`config.mk`:
```
export PLATFORM = sky130hd
export DESIGN_NAME = mipsfpga_ahb_arbiter
export DESIGN_NICKNAME = d
export VERILOG_FILES = /design/src/rtl/mipsfpga_ahb_arbiter_pkg.sv /design/src/rtl/ahb_master_hold.sv /design/src/rtl/mipsfpga_ahb_arbiter.sv
export SDC_FILE = /design/constraint.sdc
export NUM_CORES = 1
export LEC_CHECK = 0
export CELL_PAD_IN_SITES_DETAIL_PLACEMENT = 1
export CELL_PAD_IN_SITES_GLOBAL_PLACEMENT = 1
export CORE_ASPECT_RATIO = 1.2
export CORE_MARGIN = 2
export CORE_UTILIZATION = 28
export CTS_BUF_LIST = sky130_fd_sc_hd__clkbuf_2 sky130_fd_sc_hd__clkbuf_4 sky130_fd_sc_hd__clkbuf_8
export DETAILED_ROUTE_END_ITERATION = 8
export GPL_ROUTABILITY_DRIVEN = 0
export GPL_TIMING_DRIVEN = 0
export HOLD_SLACK_MARGIN = 0.05
export PLACE_DENSITY_LB_ADDON = 0.1
export SYNTH_ARGS = -nofsm -noshare
export SYNTH_HDL_FRONTEND = slang
export SYNTH_SLANG_ARGS = --single-unit
```
`constraint.sdc`:
```
create_clock -name HCLK -period 3.4 [get_ports HCLK]
set_input_delay 0.85 -clock HCLK [delete_from_list [all_inputs] [get_ports HCLK]]
set_output_delay 0.85 -clock HCLK [all_outputs]
set_load 0.005 [all_outputs]
```
`src/rtl/mipsfpga_ahb_arbiter_pkg.sv`:
```
// Shared encodings for the two-master AHB-lite arbiter: HTRANS codes,
// data-phase owner codes and small helpers.
package mipsfpga_ahb_arbiter_pkg;

   localparam logic [1:0] H_IDLE   = 2'b00;
   localparam logic [1:0] H_BUSY   = 2'b01;
   localparam logic [1:0] H_NONSEQ = 2'b10;
   localparam logic [1:0] H_SEQ    = 2'b11;

   // Encoding is visible on dbg_data_owner: 0 = M0, 1 = M1, 2 = none.
   typedef enum logic [1:0] {
      OWN_M0        = 2'd0,
      OWN_M1        = 2'd1,
      H_MASTER_NONE = 2'd2
   } data_owner_e;

   function automatic logic [7:0] sat_inc(input logic [7:0] v);
      return (v == 8'hFF) ? v : v + 8'd1;
   endfunction

endpackage

```
`src/rtl/ahb_master_hold.sv`:
```
// Per-master data-phase hold: captures bus read data/response when the
// master is stalled, and presents held or live values back to it.
module ahb_master_hold (
   input  logic        HCLK,
   input  logic        HRESETn,
   input  logic        capture,
   input  logic        hready_m,
   input  logic [31:0] bus_rdata,
   input  logic        bus_resp,
   output logic [31:0] rdata,
   output logic        resp,
   output logic        hold_valid
);

   logic [31:0] hold_rdata;
   logic        hold_resp;

   always_ff @(posedge HCLK or negedge HRESETn) begin
      if (!HRESETn) begin
         hold_valid <= 1'b0;
         hold_rdata <= '0;
         hold_resp  <= 1'b0;
      end else if (capture) begin
         hold_valid <= 1'b1;
         hold_rdata <= bus_rdata;
         hold_resp  <= bus_resp;
      end else if (hready_m) begin
         hold_valid <= 1'b0;
      end
   end

   assign rdata = hold_valid ? hold_rdata : bus_rdata;
   assign resp  = hold_valid ? hold_resp  : bus_resp;

endmodule

```
`src/rtl/mipsfpga_ahb_arbiter.sv`:
```
// Two-master AHB-lite arbiter: shares one address phase between M0 (core)
// and M1 (DMA/debug) with bounded tenure, and routes data-phase returns.
module mipsfpga_ahb_arbiter
   import mipsfpga_ahb_arbiter_pkg::*;
#(
   parameter int unsigned MAX_BURST = 8
) (
   input  logic        HCLK,
   input  logic        HRESETn,
   input  logic [31:0] M0_HADDR,
   input  logic [1:0]  M0_HTRANS,
   input  logic        M0_HWRITE,
   input  logic [2:0]  M0_HSIZE,
   input  logic [2:0]  M0_HBURST,
   input  logic [3:0]  M0_HPROT,
   input  logic        M0_HMASTLOCK,
   input  logic [31:0] M0_HWDATA,
   output logic [31:0] M0_HRDATA,
   output logic        M0_HREADY,
   output logic        M0_HRESP,
   input  logic [31:0] M1_HADDR,
   input  logic [1:0]  M1_HTRANS,
   input  logic        M1_HWRITE,
   input  logic [2:0]  M1_HSIZE,
   input  logic [2:0]  M1_HBURST,
   input  logic [3:0]  M1_HPROT,
   input  logic        M1_HMASTLOCK,
   input  logic [31:0] M1_HWDATA,
   output logic [31:0] M1_HRDATA,
   output logic        M1_HREADY,
   output logic        M1_HRESP,
   output logic [31:0] HADDR,
   output logic [1:0]  HTRANS,
   output logic        HWRITE,
   output logic [2:0]  HSIZE,
   output logic [2:0]  HBURST,
   output logic [3:0]  HPROT,
   output logic        HMASTLOCK,
   output logic [31:0] HWDATA,
   input  logic [31:0] HRDATA,
   input  logic        HREADY,
   input  logic        HRESP,
   output logic        HMASTER,
   output logic [1:0]  dbg_data_owner,
   output logic [7:0]  dbg_beat_cnt,
   output logic [1:0]  dbg_hold_valid
);

   localparam logic [7:0] MAX_BURST_C = MAX_BURST[7:0];

   // Handshake: a master's transfer is accepted on a rising edge where its
   // HTRANS[1]=1 and the HREADY it sees is 1; its data phase completes on
   // the next edge where its HREADY is 1 again.
   logic        addr_owner, addr_owner_nxt;
   data_owner_e data_owner, data_owner_nxt;
   logic [7:0]  beat_cnt, beat_cnt_nxt;
   logic [1:0]  own_htrans, oth_htrans;
   logic        own_lock, handover;
   logic        m0_capture, m1_capture;

   assign own_htrans = addr_owner ? M1_HTRANS : M0_HTRANS;
   assign oth_htrans = addr_owner ? M0_HTRANS : M1_HTRANS;
   assign own_lock   = addr_owner ? M1_HMASTLOCK : M0_HMASTLOCK;

   // Never break a locked sequence or a burst already in SEQ/BUSY.
   assign handover = HREADY && (oth_htrans == H_NONSEQ) && !own_lock &&
                     ((own_htrans == H_IDLE) || (own_htrans == H_NONSEQ)) &&
                     ((own_htrans == H_IDLE) || (beat_cnt >= MAX_BURST_C));

   assign HADDR     = addr_owner ? M1_HADDR     : M0_HADDR;
   assign HTRANS    = handover   ? H_IDLE       : own_htrans;
   assign HWRITE    = addr_owner ? M1_HWRITE    : M0_HWRITE;
   assign HSIZE     = addr_owner ? M1_HSIZE     : M0_HSIZE;
   assign HBURST    = addr_owner ? M1_HBURST    : M0_HBURST;
   assign HPROT     = addr_owner ? M1_HPROT     : M0_HPROT;
   assign HMASTLOCK = addr_owner ? M1_HMASTLOCK : M0_HMASTLOCK;
   assign HMASTER   = addr_owner;

   always_comb begin
      HWDATA = '0;
      case (data_owner)
         OWN_M0:  HWDATA = M0_HWDATA;
         OWN_M1:  HWDATA = M1_HWDATA;
         default: HWDATA = '0;
      endcase
   end

   always_comb begin
      addr_owner_nxt = addr_owner;
      data_owner_nxt = data_owner;
      beat_cnt_nxt   = beat_cnt;
      if (HREADY) begin
         data_owner_nxt = HTRANS[1] ? (addr_owner ? OWN_M1 : OWN_M0) : H_MASTER_NONE;
         if (handover) begin
            addr_owner_nxt = ~addr_owner;
            beat_cnt_nxt   = '0;
         end else if (HTRANS[1]) begin
            beat_cnt_nxt = sat_inc(beat_cnt);
         end
      end
   end

   always_ff @(posedge HCLK or negedge HRESETn) begin
      if (!HRESETn) begin
         addr_owner <= 1'b0;
         data_owner <= H_MASTER_NONE;
         beat_cnt   <= '0;
      end else begin
         addr_owner <= addr_owner_nxt;
         data_owner <= data_owner_nxt;
         beat_cnt   <= beat_cnt_nxt;
      end
   end

   // The handover loser is stalled for one cycle even if it has gone IDLE,
   // so its final data phase lands in the hold register.
   always_comb begin
      M0_HREADY = 1'b1;
      if (!addr_owner && !handover)
         M0_HREADY = HREADY;
      else if (M0_HTRANS[1] || (handover && !addr_owner))
         M0_HREADY = 1'b0;
      M1_HREADY = 1'b1;
      if (addr_owner && !handover)
         M1_HREADY = HREADY;
      else if (M1_HTRANS[1] || (handover && addr_owner))
         M1_HREADY = 1'b0;
   end

   assign m0_capture = (data_owner == OWN_M0) && HREADY && !M0_HREADY;
   assign m1_capture = (data_owner == OWN_M1) && HREADY && !M1_HREADY;

   ahb_master_hold u_hold_m0 (
      .HCLK       (HCLK),
      .HRESETn    (HRESETn),
      .capture    (m0_capture),
      .hready_m   (M0_HREADY),
      .bus_rdata  (HRDATA),
      .bus_resp   (HRESP),
      .rdata      (M0_HRDATA),
      .resp       (M0_HRESP),
      .hold_valid (dbg_hold_valid[0])
   );

   ahb_master_hold u_hold_m1 (
      .HCLK       (HCLK),
      .HRESETn    (HRESETn),
      .capture    (m1_capture),
      .hready_m   (M1_HREADY),
      .bus_rdata  (HRDATA),
      .bus_resp   (HRESP),
      .rdata      (M1_HRDATA),
      .resp       (M1_HRESP),
      .hold_valid (dbg_hold_valid[1])
   );

   assign dbg_data_owner = data_owner;
   assign dbg_beat_cnt   = beat_cnt;

endmodule
```
# ---- Word-level counts from Yosys, hierarchy flattened
# Cells that the tools add are included.
dict set report classes {
  addsub 1
  n_mux 27
  bitwise_logic 1
  eq_ne 5
  n_reduce_logical 28
  magnitude_cmp 1
}
# op n
set op_table {}
lappend op_table {{$mux 32} 3}
lappend op_table {{$pmux 32 s2} 1}
lappend op_table {{$mux 8} 3}
lappend op_table {{$mux 1} 13}
lappend op_table {{$logic_and 1x1->1} 12}
lappend op_table {{$add 8x1->8 const B} 1}
lappend op_table {{$eq 8x8->1 const B} 1}
lappend op_table {{$ge 8x4->1 const B} 1}
lappend op_table {{$mux 2} 4}
lappend op_table {{$mux 3} 2}
lappend op_table {{$reduce_bool 2->1} 3}
lappend op_table {{$logic_not 1->1} 5}
lappend op_table {{$eq 2x2->1 const B} 2}
lappend op_table {{$logic_not 2->1} 2}
lappend op_table {{$logic_or 1x1->1} 4}
lappend op_table {{$mux 4} 1}
lappend op_table {{$reduce_and 3->1} 1}
lappend op_table {{$eq 2x1->1 const B} 1}
lappend op_table {{$ne 2x2->1 const B} 1}
lappend op_table {{$reduce_and 2->1} 1}
lappend op_table {{$not 1->1} 1}
dict set report totals {
  register_bits 79
  word_cells 72
  inputBits 192
  output_inout_bits 159
}

# ---- Depth between registers and ports, before layout
# Gate-level depths: netlist (run 1).
dict set report logic_depth {
  word_depth 13
  ltp_mapped 7
  ltp_nobuf 5
}

# ---- Modules after synthesis
# From an unflattened synthesis (run 1), not the netlist that was laid out.
dict set report hier_totals {
  hier_cells 419
  hier_area_um2 5669.2
}
# mod area_each_um2 seq_area_each_um2 n_inst cells_each
set by_module_without_submodules {}
lappend by_module_without_submodules {ahb_master_hold 1965.6 850.8 2 110}
lappend by_module_without_submodules {mipsfpga_ahb_arbiter 1737.9 276.5 1 199}

# ---- Least setup slack after synthesis (run 1)
# OpenSTA, ideal clock, no wires.
dict set report synth_timing {
  kind {input -> output}
  start {input port M1_HTRANS[0]}
  end {output port M0_HREADY}
  arrival_ps 2087
  slack_ps 463
  path_buffers 1
  stages 5
  required_ps 2550
  path_cell_list {or3b_1 or3_4 nor2_1 buf_2 o21ai_0}
}
dict set report synth_between {
  elab_chain_len 10
  elab_cells_between_ends 17
  cone_classes {eq/ne (2); mux (4); reduce/logical (11)}
}
# element line_no
set synth_rtl {}
lappend synth_rtl {{start: declaration} mipsfpga_ahb_arbiter.sv:22} ;# input logic [1:0] M1_HTRANS,
lappend synth_rtl {{$mux 2} mipsfpga_ahb_arbiter.sv:62} ;# assign oth_htrans = addr_owner ? M0_HTRANS : M1_HTRANS;
lappend synth_rtl {{$eq 2x2->1} mipsfpga_ahb_arbiter.sv:66} ;# assign handover = HREADY && (oth_htrans == H_NONSEQ) && !own_lock &&
lappend synth_rtl {{$logic_and 1x1->1 (3 in a row)} mipsfpga_ahb_arbiter.sv:66}
lappend synth_rtl {{$logic_and 1x1->1 *} mipsfpga_ahb_arbiter.sv:67} ;# ((own_htrans == H_IDLE) || (own_htrans == H_NONSEQ)) &&
lappend synth_rtl {{$logic_and 1x1->1} mipsfpga_ahb_arbiter.sv:121} ;# else if (M0_HTRANS[1] || (handover && !addr_owner))
lappend synth_rtl {{$logic_or 1x1->1} mipsfpga_ahb_arbiter.sv:121}
lappend synth_rtl {{$mux 1} mipsfpga_ahb_arbiter.sv:121}
lappend synth_rtl {{$mux 1 *} mipsfpga_ahb_arbiter.sv:119} ;# if (!addr_owner && !handover)
lappend synth_rtl {{end: declaration} mipsfpga_ahb_arbiter.sv:19} ;# output logic M0_HREADY,
# Mark *: on every way between the ends. The rest lies on a longest branch, timed or not.

# ---- Worst setup path after layout (run 1)
dict set report layout_timing {
  start {input port M0_HTRANS[1]}
  end {output port M1_HREADY}
}
dict set report layout_between {
  elab_chain_len 10
  elab_cells_between_ends 17
  cone_classes {eq/ne (2); mux (4); reduce/logical (11)}
}
# element line_no
set layout_rtl {}
lappend layout_rtl {{start: declaration} mipsfpga_ahb_arbiter.sv:11} ;# input logic [1:0] M0_HTRANS,
lappend layout_rtl {{$mux 2} mipsfpga_ahb_arbiter.sv:62}
lappend layout_rtl {{$eq 2x2->1} mipsfpga_ahb_arbiter.sv:66}
lappend layout_rtl {{$logic_and 1x1->1 (3 in a row)} mipsfpga_ahb_arbiter.sv:66}
lappend layout_rtl {{$logic_and 1x1->1 *} mipsfpga_ahb_arbiter.sv:67}
lappend layout_rtl {{$logic_and 1x1->1} mipsfpga_ahb_arbiter.sv:126} ;# else if (M1_HTRANS[1] || (handover && addr_owner))
lappend layout_rtl {{$logic_or 1x1->1} mipsfpga_ahb_arbiter.sv:126}
lappend layout_rtl {{$mux 1} mipsfpga_ahb_arbiter.sv:126}
lappend layout_rtl {{$mux 1 *} mipsfpga_ahb_arbiter.sv:124} ;# if (addr_owner && !handover)
lappend layout_rtl {{end: declaration} mipsfpga_ahb_arbiter.sv:30} ;# output logic M1_HREADY,
# Marked as above.

==> metrics.md, run 1 <==
| Metric | Value |
|---|---|
| Routed Wire Length | ~25,000 µm |
| DP Area | around 0.0094 mm² |
| Crit path max-delay cell type | clkdlybuf4s50_1 |
| Inserted Clock Buffers | 9 |
| Area growth from synthesis to layout | 73.91% |
| Slew margin rel. | a little under a third |
| Cell area power density | ~600 mW/mm² |
| Setup crit start kind | input pin |
| Core area | slightly below 0.02 mm² |
| Number of global-route vias before repair | 6,220 |
| CTS tree | built |
| Library cells used by synthesis | 50 |
| Pint | approximately 3.8 mW |
| DP Worst Slack | -0.8941 ns |
| Final cycle utilization of the critical path | around 97% |
| Row cnt | 56 |
| Syn Nets | between 600 and 700 |
| TNS Setup | 0 ns |
| Fin util | 49.67% |
| Yosys warns | 0 |
| Drt first pass iters | 4 |
| Worst EP arrival | 2.45 ns |
| Gate power share | 60.0% |
| Die Height | 158.7 µm |
| Hold WS | 0.3164 ns |
| Worst Setup SP | M0_HTRANS[1] |
| Skew-Pair Late Insertion Delay | approximately 0.38 ns |
| Clk buf depth | 2 |
| PortBufs | 350 |
| Cells after Synth | between 500 and 600 |
| Die footprint | 0.02109 mm² |
| Largest net degree at the start of global routing | 67 |
| Critical-path maximum fanout | 5 |
| PnR worst setup slack | roughly 0.1 ns |
| Commonest cells after routing, fill and taps aside | clkdlybuf4s50_1, mux2_2, dfrtp_1 |
| Endpoints failing setup | 0 |
| Leakage power | between 3 and 4 nW |
| Crit Path Category | in2out |
| Final Instance Area | roughly 0.01 mm² |
| Antenna violations before repair | 3 |
| DRC Markers | 0 |
| Synth Area per Inst | around 11 µm² |
| Switch share | between 30 and 40% |
| Share of cells above drive strength 1 | a little over a quarter |
| Clk slew on worst S/H paths | roughly 0.09 ns |
| I/O pin total | between 300 and 400 |
| Max_cap viols | 0 |
| Async set-reset flop share out of synthesis | 100.0% |
| RR Startpoint | HMASTER |
| Outcome | finished, final reports clean |
| Clock period minus worst slack | 3.300 ns |
| Number of synthesized flops with an enable pin | 0 |
| Initial Utilization | between 20 and 30% |
| GRT Util Overall | 22.63% |
| Seq pwr share | between 20% and 30% |
| Initial DRC Count | 213 |
| Max incr delay on CP | 0.56 ns |
| Fmax | 303.0 MHz |
| Endpoint class of the critical path | primary output |
| Hold Crit Class | in2async |
| Half-perimeter wire length after placement | just under 20,000 µm |
| Tot Pwr | 5.818 mW |
| Final Non-Filler Cells | around 1,100 |
| GR Overflow Total | 0 |
| First-pass GRT wire length | approximately 36,000 µm |
| Die width | ~130 µm |
| Commonest non-fill, non-tap cell in the layout | clkdlybuf4s50_1 |
| NumNets Final | 1,066 |
| Vias per cell | 4.839 |
| Routed WL per cell | 21.70 µm |
| CP required | between 2 and 3 ns |
| Cell Chain, Critical Path | clkdlybuf4s50_1 -> mux2i_1 -> or3_4 -> nor2_4 -> buf_6 -> o31ai_1 -> buf_2 |
| Switch Pwr | a little over 2 mW |
| Maximum vdd drop | approximately 0.19 mV |
| Fin. Hold Viols | 0 |
| ANT nets after route | 0 |
| #FFs+latches synth | 79 |
| Htree depth | 3 |
| Vias | roughly 5,500 |
| Number of clock sinks | 79 |
| Post-synthesis sequential area ratio | between 30% and 40% |
| Root Buffer | clkbuf_8 |
| Total placed cells including tap cells | 1,114 |
| Top_reg_cell synth | dfrtp_1 |
| Share of total power in the clock network | between 10% and 20% |
| Worst slew pin tran | 1.009 ns |
| Slew Limit Fails | 0 |
| Hold Buf Count CTS | 0 |
| Setup Skew | 0.009037 ns |
| Synth Cell Area | 0.005583 mm² |
[state kept, by name, summed over array words and instances (netlist names), 2 cells and up]
register	cells
u_hold_m1.hold_rdata	32
dbg_beat_cnt	8
dbg_data_owner	2
u_hold_m0.hold_rdata	32
[Yosys cell counts, types with 3 or more instances]
cell type  number  area [µm²]
mux2_2        113        1272
dfrtp_1        78        1952
clkbuf_1       22       82.58
buf_4           6       45.04
nor3_1          5       25.02
o32ai_1        23       201.4
mux2i_1        36       360.4
o32ai_2        10       162.7
mux2_4         31       465.5
buf_6           8       90.09
inv_1          36       135.1
nand3_1        35       175.2
a211oi_1        3       22.52
nor2_1         37       138.9
nand2_1         5       18.77
buf_2           5       25.02
buf_1           5       18.77
a21oi_1         3       15.01
[layout make-up]
cell class | count | area, µm²
Sequential cell | 79 | 1978
Clock buffer | 13 | 166.4
Antenna cell | 1 | 2.502
Tap cell | 261 | 326.6
Fill cell | 2119 | 9839
Clock inverter | 3 | 17.52
Timing Repair Buffer | 359 | 3573
Buffer | 47 | 287.8
Multi-Input combinational cell | 339 | 3218
Inverter | 37 | 138.9
[logic make-up (layout without fill, tap and decap cells)]
group | after synthesis | after routing | share of synthesized area [%]
AO/OA/AOI/OAI | 54 | 54 | 9.435
XOR/XNOR | 2 | 2 | 0.3138
adder cells (fa/ha/maj) | 2 | 2 | 0.4482
buffers and inverters | 84 | 459 | 7.261
flip-flops | 79 | 79 | 35.43
multiplexers | 180 | 180 | 37.58
other | 0 | 1 | 0
AND/OR/NAND/NOR | 101 | 101 | 9.525
[worst max-delay path: cells and delay by family]
kind	cells	cell delay (ns)
multiplexers	1	0.15
AND/OR/NAND/NOR	2	0.54
AO/OA/AOI/OAI	1	0.06
buffers and inverters	3	0.85
[power groups by stage]
stage               clock network [mW]  registers, mW  logic [mW]
CTS                              0.719           1.63        3.54
finish                           0.698           1.63        3.49
global route                     0.760           1.68        3.74
floorplan                            0           1.56        1.88
global placement                     0           1.61        3.40
detailed placement                   0           1.64        3.48
[routing by layer]
metal / track usage, % / wire [µm]
met1: 25.14 / 9504
met4: 7.066 / 359
met3: 6.590 / 1840
met2: 41.72 / 12980
met5: 0 / 27
[timing repair]
action / 4_1_cts / 5_1_grt
setup endpoints to repair: 64 / 33
gates cloned: 0 / 0
buffers inserted: 4 / 4
pin swaps: 2 / 3
gates resized for setup: 27 / 13
[path summary, 6_finish.rpt]
check,end,slack (ns),depth (start not counted)
max reg2reg,u_hold_m1.hold_rdata[23],0.84,8
min reg2reg,u_hold_m0.hold_rdata[17],0.51,1
max in group asynchronous,dbg_data_owner[1],2.44,2
max,M1_HREADY,0.1,7
min,u_hold_m0.hold_rdata[13],0.32,1
min in group HCLK,u_hold_m0.hold_rdata[17],0.51,1
(Power assumes the default switching activity.)
==> run 2, diff against run 1 <==
- clock period: 3.4 -> 3.1 ns (I/O delays scaled with it)
==> metrics.md, run 2 (same netlist as run 1, synthesis figures left out) <==
| Metric | Value |
|---|---|
| Final Non-Filler Cells | roughly 1,100 |
| CP required | roughly 2.3 ns |
| DP Worst Slack | -1.044 ns |
| I/O pin total | roughly 350 |
| Crit Path Category | in2out |
| Drt first pass iters | 6 |
| Initial Utilization | between 20 and 30% |
| Htree depth | 3 |
| Die width | roughly 130 µm |
| Routed Wire Length | about 25,000 µm |
| Slew margin rel. | between 30% and 40% |
| Cell area power density | approximately 660 mW/mm² |
| Final cycle utilization of the critical path | 98.44% |
| Hold Buf Count CTS | 0 |
| Max_cap viols | 0 |
| RSZ-0062 raised after global routing | true |
| GRT Util Overall | about 23% |
| Die footprint | 0.02109 mm² |
| Largest net degree at the start of global routing | 67 |
| First-pass GRT wire length | roughly 36,000 µm |
| Setup Skew | 0.008667 ns |
| Core area | slightly below 0.02 mm² |
| Outcome | finished, final reports clean |
| Number of global-route vias before repair | 6,236 |
| Leakage power | 3.973 nW |
| Half-perimeter wire length after placement | between 15,000 and 20,000 µm |
| Fillers | between 2,000 and 2,500 |
| Total placed cells including tap cells | ~1,100 |
| ANT nets after route | 0 |
| TNS Setup | 0 ns |
| PnR worst setup slack | between 0.04 and 0.05 ns |
| Fmax | between 300 and 400 MHz |
| Slew Limit Fails | 0 |
| Number of clock sinks | 79 |
| Hold Crit Class | in2async |
| GR Overflow Total | 0 |
| Antenna violations before repair | 3 |
| Clk buf depth | 2 |
| Die Height | roughly 160 µm |
| Row cnt | 56 |
| Commonest non-fill, non-tap cell in the layout | clkdlybuf4s50_1 |
| Root Buffer | clkbuf_8 |
| Endpoints failing setup | 0 |
| Clock period minus worst slack | slightly above 3 ns |
| Worst EP arrival | around 2.3 ns |
| Vias per cell | approximately 4.8 |
| Inserted Clock Buffers | 9 |
| Critical-path maximum fanout | 5 |
| Worst slew pin tran | between 1 and 1.5 ns |
| Maximum vdd drop | 0.1983 mV |
| DRC Markers | 0 |
| Endpoint class of the critical path | primary output |
| Setup crit start kind | input pin |
| Share of cells above drive strength 1 | a little over a quarter |
| Fin. Hold Viols | 0 |
| PortBufs | 350 |
| Area growth from synthesis to layout | 74.27% |
| Commonest cells after routing, fill and taps aside | clkdlybuf4s50_1, mux2_2, dfrtp_1 |
| CTS tree | built |
| Vias | around 5,500 |
| NumNets Final | 1,064 |
| Skew-Pair Late Insertion Delay | ~0.38 ns |
| Clk slew on worst S/H paths | 0.09 ns |
| Initial DRC Count | 267 |
| Routed WL per cell | around 22 µm |
==> run 2: cell count changes in the layout (fill, tap and decap cells not counted), moves of 2 or more <==
| cell | before | now |
|---|---|---|
| clkbuf_1 | 15 | 8 |
| clkbuf_2 | 11 | 6 |
| dlygate4sd2_1 | 0 | 5 |
| buf_4 | 15 | 19 |
| clkbuf_4 | 2 | 6 |
| clkdlybuf4s50_1 | 343 | 339 |
| buf_2 | 10 | 12 |
==> run 2: worst paths after layout <==
kind | from | to | slack [ns] | depth (start not counted)
worst max-delay path | M0_HTRANS[0] | M1_HREADY | 0.05 | 7
worst min-delay path | HRESETn | u_hold_m0.hold_rdata[13] | 0.24 | 1
worst max register to register | HMASTER | u_hold_m1.hold_rdata[23] | 0.46 | 8
worst min register to register | u_hold_m0.hold_rdata[21] | u_hold_m0.hold_rdata[21] | 0.51 | 1
max in group asynchronous | HRESETn | dbg_data_owner[1] | 2.21 | 2
min in group HCLK | u_hold_m0.hold_rdata[21] | u_hold_m0.hold_rdata[21] | 0.51 | 1
==> run 2: through the flow <==
stage | power, mW | hold WS, ns | cell area, µm² | util, %
final | 6.423 | 0.2426 | 9729 | 49.77
after CTS | 6.461 | 0.2257 | 9689 | 49.56
after detailed placement | 5.622 | 0.4904 | 9438 | 48.28
after floorplan | 3.773 | 0.4750 | 5583 | -
after global routing | 6.819 | 0.2359 | 9727 | 49.76
after global placement | 5.499 | 0.4849 | 9413 | 48.15
==> run 2: what timing repair did <==
| item | CTS | global route |
|---|---|---|
| resized for setup | 47 | 14 |
| buffers inserted | 6 | 4 |
| endpoints found under the setup margin | 130 | 19 |
| pin swaps | 4 | 4 |
==> run 2: cell type report <==
type,count,area [µm²],share of cell area [%]
clock inverter,3,17.52,0.1800
multi-input combinational,339,3224,33.14
clock buffer,13,166.4,1.710
antenna,2,5.005,0.05144
tap,261,326.6,3.356
sequential,79,1979,20.34
inverter,37,138.9,1.427
timing repair buffer,361,3580,36.79
buffer,43,291.5,2.996
==> run 2: where the power goes <==
| group | switching [mW] | total (mW) | internal (mW) | leakage [nW] |
|---|---|---|---|---|
| sequential | 0.311 | 1.82 | 1.51 | 0.908 |
| combinational | 1.50 | 3.84 | 2.34 | 2.97 |
| clock | 0.415 | 0.766 | 0.351 | 0.0963 |
==> run 2: per-layer routing <==
layer / vias up / wire, µm / track usage (%)
li1: 2556 / - / -
met1: 2737 / 9559 / 24.98
met2: 196 / 13070 / 42.07
met3: 24 / 1871 / 6.558
met4: 4 / 359 / 7.168
met5: - / 24 / 0
==> run 2: worst max-delay path, cell delays in order <==
cell	delay, ns
dlygate4sd2_1	0.25
or3b_4	0.40
or3_4	0.36
nor2_4	0.14
buf_6	0.13
o31ai_1	0.06
buf_2	0.16
==> run 3, diff against run 2 <==
- GPL_TIMING_DRIVEN: 0 -> not set
==> metrics.md, run 3 (same netlist as run 1, synthesis figures left out) <==
| Metric | Value |
|---|---|
| Share of cells above drive strength 1 | between 20% and 30% |
| Setup crit start kind | input pin |
| Initial Utilization | 28.56% |
| Final cycle utilization of the critical path | 97.78% |
| Setup Skew | between 0.015 and 0.02 ns |
| Number of global-route vias before repair | around 6,100 |
| NumNets Final | between 1,000 and 1,500 |
| DRC Markers | 0 |
| Row cnt | 56 |
| Htree depth | 3 |
| Largest net degree at the start of global routing | ~70 |
| Max incr delay on CP | 0.39 ns |
| Critical-path maximum fanout | 2 |
| GRT Util Overall | between 20% and 30% |
| DP Worst Slack | -0.5799 ns |
| GR Overflow Total | 0 |
| Max_cap viols | 0 |
| Endpoints failing setup | 0 |
| Vias | 5,423 |
| Drt first pass iters | 4 |
| Crit Path Category | in2out |
| Final Non-Filler Cells | 1,123 |
| Clock period minus worst slack | between 3 and 4 ns |
| Number of clock sinks | 79 |
| Clk buf depth | 2 |
| Endpoint class of the critical path | primary output |
| Clk slew on worst S/H paths | ~0.10 ns |
| Hold Crit Class | in2async |
| Cell area power density | about 660 mW/mm² |
| CTS tree | built |
| Root Buffer | clkbuf_8 |
| RSZ-0062 raised after global routing | false |
| PnR worst setup slack | between 0.06 and 0.07 ns |
| Buffers and inverters on the worst path | 3 |
| CP required | between 2 and 2.5 ns |
| Cell Chain, Critical Path | dlygate4sd2_1 -> or3b_4 -> or3_4 -> nor2_4 -> buf_4 -> o31ai_1 -> buf_2 |
| PortBufs | 350 |
| Area growth from synthesis to layout | 75.06% |
| Leakage power | approximately 4.0 nW |
| Fmax | roughly 330 MHz |
| Skew-Pair Late Insertion Delay | around 0.36 ns |
| Die Height | ~160 µm |
| Crit path max-delay cell type | or3b_4 |
| Half-perimeter wire length after placement | ~19,000 µm |
| ANT nets after route | 0 |
| Routed WL per cell | between 20 and 25 µm |
| Outcome | finished, final reports clean |
| Fin. Hold Viols | 0 |
| Worst EP arrival | roughly 2.3 ns |
| Initial DRC Count | between 200 and 250 |
| Slew Limit Fails | 0 |
| CP top delay family | simple AND/OR/NAND/NOR gates |
| Slew margin rel. | 45.85% |
| Die footprint | ~0.021 mm² |
| Maximum vdd drop | 0.2715 mV |
| Die width | approximately 130 µm |
| Vias per cell | approximately 4.8 |
| Total placed cells including tap cells | about 1,100 |
| Worst slew pin tran | approximately 0.81 ns |
| Commonest non-fill, non-tap cell in the layout | clkdlybuf4s50_1 |
| Inserted Clock Buffers | 9 |
| Routed Wire Length | between 20,000 and 25,000 µm |
| Antenna violations before repair | 2 |
| TNS Setup | 0 ns |
| First-pass GRT wire length | ~35,000 µm |
| Core area | between 0.015 and 0.02 mm² |
| Commonest cells after routing, fill and taps aside | clkdlybuf4s50_1, mux2_2, dfrtp_1 |
| I/O pin total | about 350 |
run 3: per-layer routing:
layer	GRT usage [%]	part of all wire (%)
met1	25.30	39
met2	38.44	52
met3	6.304	7.6
met4	5.632	1.1
met5	0	0
run 3: power breakdown:
| part | switching [mW] | internal (mW) | total [mW] |
|---|---|---|---|
| clock network | 0.418 | 0.469 | 0.886 |
| registers | 0.360 | 1.51 | 1.87 |
| logic | 1.39 | 2.35 | 3.73 |
run 3: worst register-to-register path, delay by kind of cell (launching register included):
kind | cells | cell delay, ns
AND/OR/NAND/NOR | 2 | 0.79
AO/OA/AOI/OAI | 1 | 0.43
flip-flops | 1 | 0.98
run 3: final timing paths:
kind                                     startpoint                  endpoint  slack [ns]  cells past startpoint
setup reg to reg                  dbg_data_owner[1]   u_hold_m1.hold_rdata[8]        0.81                      3
hold reg to reg            u_hold_m0.hold_rdata[25]  u_hold_m0.hold_rdata[25]        0.52                      1
min in group HCLK          u_hold_m0.hold_rdata[25]  u_hold_m0.hold_rdata[25]        0.52                      1
setup / recovery                       M1_HTRANS[0]                 M1_HREADY        0.07                      7
max in group asynchronous                   HRESETn         dbg_data_owner[1]        2.18                      2
hold / removal                              HRESETn  u_hold_m0.hold_rdata[19]        0.24                      1
run 3: timing repair:
item	in CTS	in global routing
setup endpoints to repair	37	32
cloned	0	0
hold buffers	0	0
pin swaps	3	3
gates resized for setup	24	7
setup buffers	2	1
run 3: final cells by class:
| class | count | area [µm²] |
|---|---|---|
| flip-flops and latches | 79 | 1983 |
| clock inverters | 6 | 92.59 |
| well taps | 261 | 326.6 |
| repair buffers | 387 | 3865 |
| clock buffers | 10 | 131.4 |
| multi-input cells | 339 | 3226 |
| fillers | 2095 | 9776 |
| inverters | 37 | 138.9 |
| diodes | 4 | 10.01 |
run 3: stage by stage:
step / utilization (%) / area (µm²) / total power, mW / hold WS [ns]
after floorplan: - / 5583 / 3.773 / 0.4750
after global placement: 48.53 / 9487 / 5.499 / 0.4845
after detailed placement: 48.53 / 9487 / 5.619 / 0.4901
after CTS: 49.79 / 9733 / 6.552 / 0.2278
after global routing: 49.97 / 9768 / 6.901 / 0.2252
final: 49.99 / 9773 / 6.492 / 0.2416
